## config.mk

```make
export PLATFORM = sky130hd
export DESIGN_NAME = bcd_to_bin_seq_flat
export DESIGN_NICKNAME = d
export VERILOG_FILES = /design/src/rtl/bcd_to_bin_seq_if.sv /design/src/rtl/bcd_to_bin_seq.sv /design/src/flat_wrapper.sv
export SDC_FILE = /design/constraint.sdc
export NUM_CORES = 1
export LEC_CHECK = 0
export BUFFER_PORTS_ARGS = -buffer_cell sky130_fd_sc_hd__buf_4
export CAP_MARGIN = 20
export CORE_MARGIN = 2
export CORE_UTILIZATION = 29
export DETAILED_ROUTE_END_ITERATION = 12
export PLACE_DENSITY = 0.46
export SYNTH_ARGS = -nofsm -noshare
export SYNTH_HDL_FRONTEND = slang
export SYNTH_SLANG_ARGS = --single-unit
```

## constraint.sdc

```tcl
create_clock -name clk -period 1.9 [get_ports clk]
set_clock_uncertainty 0.2 [all_clocks]
set_input_delay 0.19 -clock clk [delete_from_list [all_inputs] [get_ports clk]]
set_output_delay 0.19 -clock clk [all_outputs]
set_load 0.005 [all_outputs]
```

## src/rtl/bcd_to_bin_seq_if.sv

```systemverilog
// Handshake and data bundle for the iterative BCD-to-binary converter.
interface bcd_to_bin_seq_if #(
    parameter int unsigned DIGITS = 4,
    parameter int unsigned BIN_W  = 14
);
    logic                  start;
    logic [4*DIGITS-1:0]   bcd_in;
    logic [BIN_W-1:0]      bin_out;
    logic                  busy;
    logic                  done;
    logic                  err;

    // Requester side: issues conversions and observes results.
    modport master (
        output start, bcd_in,
        input  bin_out, busy, done, err
    );

    // Converter side.
    modport slave (
        input  start, bcd_in,
        output bin_out, busy, done, err
    );
endinterface

```

## src/rtl/bcd_to_bin_seq.sv

```systemverilog
// Iterative BCD-to-binary converter (reverse double dabble).
// Each clock, the {bcd, bin} register shifts right by one bit. Every BCD digit
// that is then >= 8 is reduced by 3. After BIN_W shifts the binary field holds
// the result. A request that contains a non-decimal digit is rejected with err.
module bcd_to_bin_seq #(
    parameter int unsigned DIGITS = 4,
    parameter int unsigned BIN_W  = 14
) (
    input  logic               clk,
    input  logic               reset,
    bcd_to_bin_seq_if.slave    bus
);
    localparam int unsigned BCD_W = 4 * DIGITS;
    localparam int unsigned SR_W  = BCD_W + BIN_W;
    localparam int unsigned CNT_W = $clog2(BIN_W + 1);
    localparam logic [CNT_W-1:0] LAST_SHIFT = CNT_W'(BIN_W - 1);

    // REJECT holds a bad request for one cycle, so its done pulse arrives two
    // clocks after start.
    typedef enum logic [1:0] {
        IDLE   = 2'd0,
        SHIFT  = 2'd1,
        REJECT = 2'd2,
        DONE   = 2'd3
    } state_t;

    state_t             state;
    logic [SR_W-1:0]    sr;
    logic [CNT_W-1:0]   cnt;
    logic [SR_W-1:0]    shifted_c;
    logic [SR_W-1:0]    sr_step_c;
    logic               bad_digit_c;

    // Flag any incoming digit outside 0..9.
    always_comb begin
        bad_digit_c = 1'b0;
        for (int unsigned i = 0; i < DIGITS; i++) begin
            if (bus.bcd_in[4*i +: 4] > 4'd9) begin
                bad_digit_c = 1'b1;
            end
        end
    end

    // One conversion step: shift right, then subtract 3 from each BCD digit >= 8.
    always_comb begin
        shifted_c = sr >> 1;
        sr_step_c = shifted_c;
        for (int unsigned i = 0; i < DIGITS; i++) begin
            if (shifted_c[BIN_W + 4*i +: 4] >= 4'd8) begin
                sr_step_c[BIN_W + 4*i +: 4] = shifted_c[BIN_W + 4*i +: 4] - 4'd3;
            end
        end
    end

    // Control FSM, datapath, and registered outputs.
    always_ff @(posedge clk or posedge reset) begin
        if (reset) begin
            state       <= IDLE;
            sr          <= '0;
            cnt         <= '0;
            bus.bin_out <= '0;
            bus.busy    <= 1'b0;
            bus.done    <= 1'b0;
            bus.err     <= 1'b0;
        end else begin
            bus.done <= 1'b0;
            case (state)
                IDLE: begin
                    if (bus.start) begin
                        bus.busy <= 1'b1;
                        if (bad_digit_c) begin
                            state <= REJECT;
                        end else begin
                            sr    <= {bus.bcd_in, BIN_W'(0)};
                            cnt   <= '0;
                            state <= SHIFT;
                        end
                    end
                end
                SHIFT: begin
                    sr  <= sr_step_c;
                    cnt <= cnt + CNT_W'(1);
                    if (cnt == LAST_SHIFT) begin
                        state       <= DONE;
                        bus.bin_out <= sr_step_c[BIN_W-1:0];
                        bus.err     <= 1'b0;
                        bus.done    <= 1'b1;
                    end
                end
                REJECT: begin
                    state       <= DONE;
                    bus.bin_out <= '0;
                    bus.err     <= 1'b1;
                    bus.done    <= 1'b1;
                end
                DONE: begin
                    state    <= IDLE;
                    bus.busy <= 1'b0;
                end
                default: begin
                    state <= IDLE;
                end
            endcase
        end
    end
endmodule
```

## src/flat_wrapper.sv

```systemverilog
// flat-port wrapper written by rule: the top's interface ports become plain ports
module bcd_to_bin_seq_flat 
#(
    parameter int unsigned DIGITS = 4,
    parameter int unsigned BIN_W  = 14
)
  (clk, reset, bus_start, bus_bcd_in, bus_bin_out, bus_busy, bus_done, bus_err);
  bcd_to_bin_seq_if #(.DIGITS(DIGITS), .BIN_W(BIN_W)) bus_i ();
  input  logic clk;
  input  logic reset;
  input wire logic [$bits(bus_i.start)-1:0] bus_start;
  input wire logic [$bits(bus_i.bcd_in)-1:0] bus_bcd_in;
  output wire logic [$bits(bus_i.bin_out)-1:0] bus_bin_out;
  output wire logic [$bits(bus_i.busy)-1:0] bus_busy;
  output wire logic [$bits(bus_i.done)-1:0] bus_done;
  output wire logic [$bits(bus_i.err)-1:0] bus_err;
  assign bus_i.start = bus_start;
  assign bus_i.bcd_in = bus_bcd_in;
  assign bus_bin_out = bus_i.bin_out;
  assign bus_busy = bus_i.busy;
  assign bus_done = bus_i.done;
  assign bus_err = bus_i.err;
  bcd_to_bin_seq #(.DIGITS(DIGITS), .BIN_W(BIN_W)) u_core (.clk(clk), .reset(reset), .bus(bus_i));
endmodule
```

==> results.md <==
Logic synthesis:
- The proportion of register bits with asynchronous set or reset after synthesis is 100%.
- Ranked by total cell area, the synthesized netlist is headed by dfrtp_1 50%, nand2_1 7.2%, ha_1 5.7%, a22o_1 4.4%, a21oi_1 3.6%.
- The synthesized-area fraction occupied by ao, oa, aoi and oai cells is between 10% and 20%.
- Multiplexer cells account for under 10% of the synthesized area.
- The count of different cell masters after synthesis is 38.
- In the synthesized netlist, the number of instances is ~270.
- For this run, the number of Yosys warnings is 0.
- The post-synthesis share of cell area spent on and, or, nand and nor gates is 15.7%.
- By area, the combinational part of the netlist is dominated by compound AO/OA/AOI/OAI gates.
- The most used flip-flop cell after synthesis is dfrtp_1.
- The area share of xor/xnor cells in the synthesized design is 2.01%.
- The fraction of the yosys area taken by sequential cells is roughly half.
- The post-synthesis sequential element count is 52.
- The portion of synthesized cell area occupied by the leading cell type is roughly 50%.
- The post-synthesis cell type with the largest combined area is dfrtp_1.
- The post-synthesis average cell area is between 9 and 10 µm².
- Synthesis produced a netlist with a net count of just under 300.
- The synthesized-area fraction occupied by adder cells is under 10%.
- In this run, synthesis inferred 0 flip-flops with an integrated enable.
- In this run the cell area of the synthesized design comes to approximately 2600 µm².

Clock tree:
- After clock tree synthesis, the clock-pin slew on the worst setup and hold paths is about 0.1 ns.
- The TritonCTS clock tree is yes.
- The H-tree depth is 2.
- Clock latency on the worst-skew pair, taken at its later pin, is slightly above 0.3 ns.
- The CTS sink count is 52.
- The number of buffers created by CTS is 5.
- CTS placed an instance of clkbuf_8 at the clock tree root.
- The clock passes through at most 2 buffers.

Drt:
- The first-pass iteration count of the detailed router is 4.
- In the final routed layout, each cell accounts on average for around 13 µm.
- The total wire length is 5720 µm.
- Once detail routing completed, the nets flagged for antenna violations numbered 0.
- The post-detailed-route DRC marker count is 0.
- For this block, the initial DRC count from the detailed router was 79.
- Summing over every cut layer, the via total after detailed routing is about 2000.
- The via density per instance is 4.68.

Setup path:
- The maximum net fanout on the critical path is 13.
- The endpoint required time on the critical path is 1.95 ns.
- The critical path goes through inv_1 > ha_1 > buf_4 > o22ai_4 > buf_6 > buf_12 > nand3_1 > nand2_1.
- The type of origin of the critical path is a register.
- Together, buffers and inverters on the worst path number 4.
- The top cell family by delay on the critical path is buffers and inverters.
- Data arrives at the worst endpoint at about 1.9 ns.
- The worst stage delay on the critical path is around 0.43 ns.
- The critical path is of the reg -> reg type.
- The cell with the largest stage delay on the worst path is dfrtp_2.
- STA classifies the critical path endpoint as a register.

Place:
- The quantity of I/O buffers inserted on ports is 35.
- The pre-CTS setup slack is approximately 0.020 ns.
- The congestion estimate from routability-driven global placement came to about 0.73.
- Summed over all nets, the half-perimeter wirelength after detailed placement is around 3900 µm.

Pwr:
- In this run the power spent charging and discharging nets is approximately 1.7 mW.
- The share of total power dissipated in combinational logic is a little under half.
- Of the total power, registers draw about 37%.
- Internal power comes to about 2.6 mW.
- For this design the static power due to leakage is approximately 1.7 nW.
- In this run switching power makes up between 30% and 40% of total power.
- Power spread over the standard cell area amounts to around 1300 nW/µm².
- The maximum vdd drop is between 0.4 and 0.5 mV.
- The power share of the clock group is about 15%.

Floorplan:
- The die covers around 10000 µm².
- The floorplan step set the die width to just under 100 µm.
- In this run the core area contains 34 standard-cell rows.
- The effective utilization at floorplan is 30.0%.
- The I/O pin count is 36.
- The floorplan step defined a core boundary enclosing approximately 8700 µm².
- The vertical die dimension is ~99 µm.

Final layout:
- The final layout contains about 360 nets.
- The fill cell instance count of the final layout is 856.
- The antenna diode count is 0.
- From synthesis to final layout, the design area changed by 30.9%.
- The post-route netlist has roughly a quarter of its cells at a drive strength greater than 1.

Timing:
- The final critical-path share of the clock period is between 90% and 100%.
- The post-route setup TNS is 0 ns.
- The slew at the pin with the worst max-slew slack is ~0.29 ns.
- The count of pins over their slew limit came to 0.
- Setup repair after global routing could not meet its margin everywhere.
- The number of failing setup endpoints in the final timing report is 0.
- In this run the tightest slew margin relative to its limit is 80.9%.
- The final number of hold-violating endpoints is 0.
- The maximum clock rate is between 500 and 600 MHz.
- The worst setup margin is approximately 0.090 ns.
- For the finished layout, the period the worst path requires is 1.81 ns.

GRT:
- The number of antenna violations at the first check in global routing is 0.
- The global-route wire length before repair is 9870 µm.
- Entering global routing, the biggest net connects 53 pins.
- The total grt overflow is 0.
- The via count of the first global-routing pass was about 2000.
- For this run, the total global-route usage over all layers was measured as about an eighth.

Min path:
- The path class of the tightest hold or removal check is in -> reg.

Job:
- Max-cap violations in this run came to 0.

Run status:
- The flow ran to the end, and the final reports show no timing, DRC or antenna violations.
-- sequential cells by signal (all words and copies together), names as in the netlist --
name / count
u_core.bus.bin_out: 14
u_core.bus.busy: 1
u_core.bus.done: 1
u_core.bus.err: 1
u_core.cnt: 4
u_core.sr: 29
u_core.state: 2
-- Yosys cell counts (2+ instances only) --
| cell | instances |
|---|---|
| o21ai_0 | 7 |
| a211oi_1 | 2 |
| o21ai_1 | 13 |
| a22o_1 | 13 |
| ha_1 | 12 |
| a21oi_1 | 19 |
| buf_2 | 6 |
| mux2i_1 | 8 |
| clkbuf_1 | 3 |
| xnor2_1 | 6 |
| dfrtp_1 | 52 |
| o31ai_1 | 2 |
| nand2_2 | 2 |
| buf_4 | 2 |
| nor2b_1 | 4 |
| nand2_1 | 50 |
| inv_1 | 12 |
| buf_6 | 2 |
| nand3_1 | 16 |
| nor2_1 | 13 |
| nand2b_1 | 2 |
| o21ai_2 | 4 |
-- tightest hold or removal path: cells and delay by family --
family	cells	cell delay (ns)
buf+inv	1	0.09
compound gates	1	0.14
mux	1	0.06
-- cell families (layout without fill, tap and decap cells) --
kind of cell,Yosys count,in the layout
adder cells (fa/ha/maj),12,12
multiplexers,8,8
AND/OR/NAND/NOR,92,92
XOR/XNOR,6,6
flip-flops,52,52
buffers and inverters,26,88
AO/OA/AOI/OAI,70,70
-- power by group through the flow --
stage,logic (mW),registers (mW),clock network (mW)
after global routing,2.36,1.65,0.750
after detailed placement,1.86,1.62,0
final,2.09,1.60,0.671
after global placement,1.85,1.62,0
after CTS,1.89,1.59,0.701
after floorplan,1.39,1.56,0
-- layer usage --
metal	share of wire [%]	global-route usage [%]	vias to the layer above
met5	0	0	-
met3	2.8	2.70	6
met4	1.2	3.48	0
li1	-	-	1035
met2	46	19.3	22
met1	50	17.2	976
-- path summary, 6_finish.rpt --
kind	start	end	cells after the start	slack [ns]
min in group asynchronous	reset	u_core.bus.bin_out[5]	4	0.28
worst max-delay path	u_core.state[0]	u_core.sr[5]	8	0.09
worst min register to register	u_core.sr[29]	u_core.sr[29]	2	0.28
worst min-delay path	bus_bcd_in[7]	u_core.sr[21]	3	0.02
max in group asynchronous	reset	u_core.state[0]	4	0.97
worst max register to register	u_core.state[0]	u_core.sr[5]	8	0.09
-- per-stage QoR --
stage	power [mW]	instance area, µm²	util, %	hold slack, ns	std cells
finish	4.36	3420	39.2	0.0194	436
global route	4.75	3420	39.2	0.0162	436
CTS	4.18	3300	37.9	0.00728	429
detailed placement	3.48	3070	35.2	0.0732	407
global placement	3.46	3070	35.2	0.0757	407
floorplan	2.95	2610	-	0.135	266
-- cell type report --
class	count	area (µm²)	share of cell area [%]
multi-input combinational	188	1200	35.2
timing repair buffer	67	633	18.5
clock inverter	3	27.5	0.805
clock buffer	5	68.8	2.01
inverter	13	48.8	1.43
tap	108	135	3.95
sequential	52	1300	38.1
-- what timing repair did --
item / CTS / global route
hold endpoints to repair: 65 / 0
setup buffers: 0 / 6
gates resized for setup: 0 / 9
hold buffers: 14 / 0
endpoints found under the setup margin: 0 / 43
-- layout by cell type (no fill, tap or decap), drive strengths merged, types with 8 or more instances in the layout --
cell | Yosys | final
o21ai | 24 | 24
ha | 12 | 12
dlygate4sd3 | 0 | 14
a22o | 13 | 13
a21oi | 20 | 20
inv | 13 | 14
buf | 10 | 52
dfrtp | 52 | 52
nand3 | 16 | 16
mux2i | 8 | 8
nand2 | 52 | 52
nor2 | 14 | 14
No activity file was read; power rests on OpenSTA's default activity.
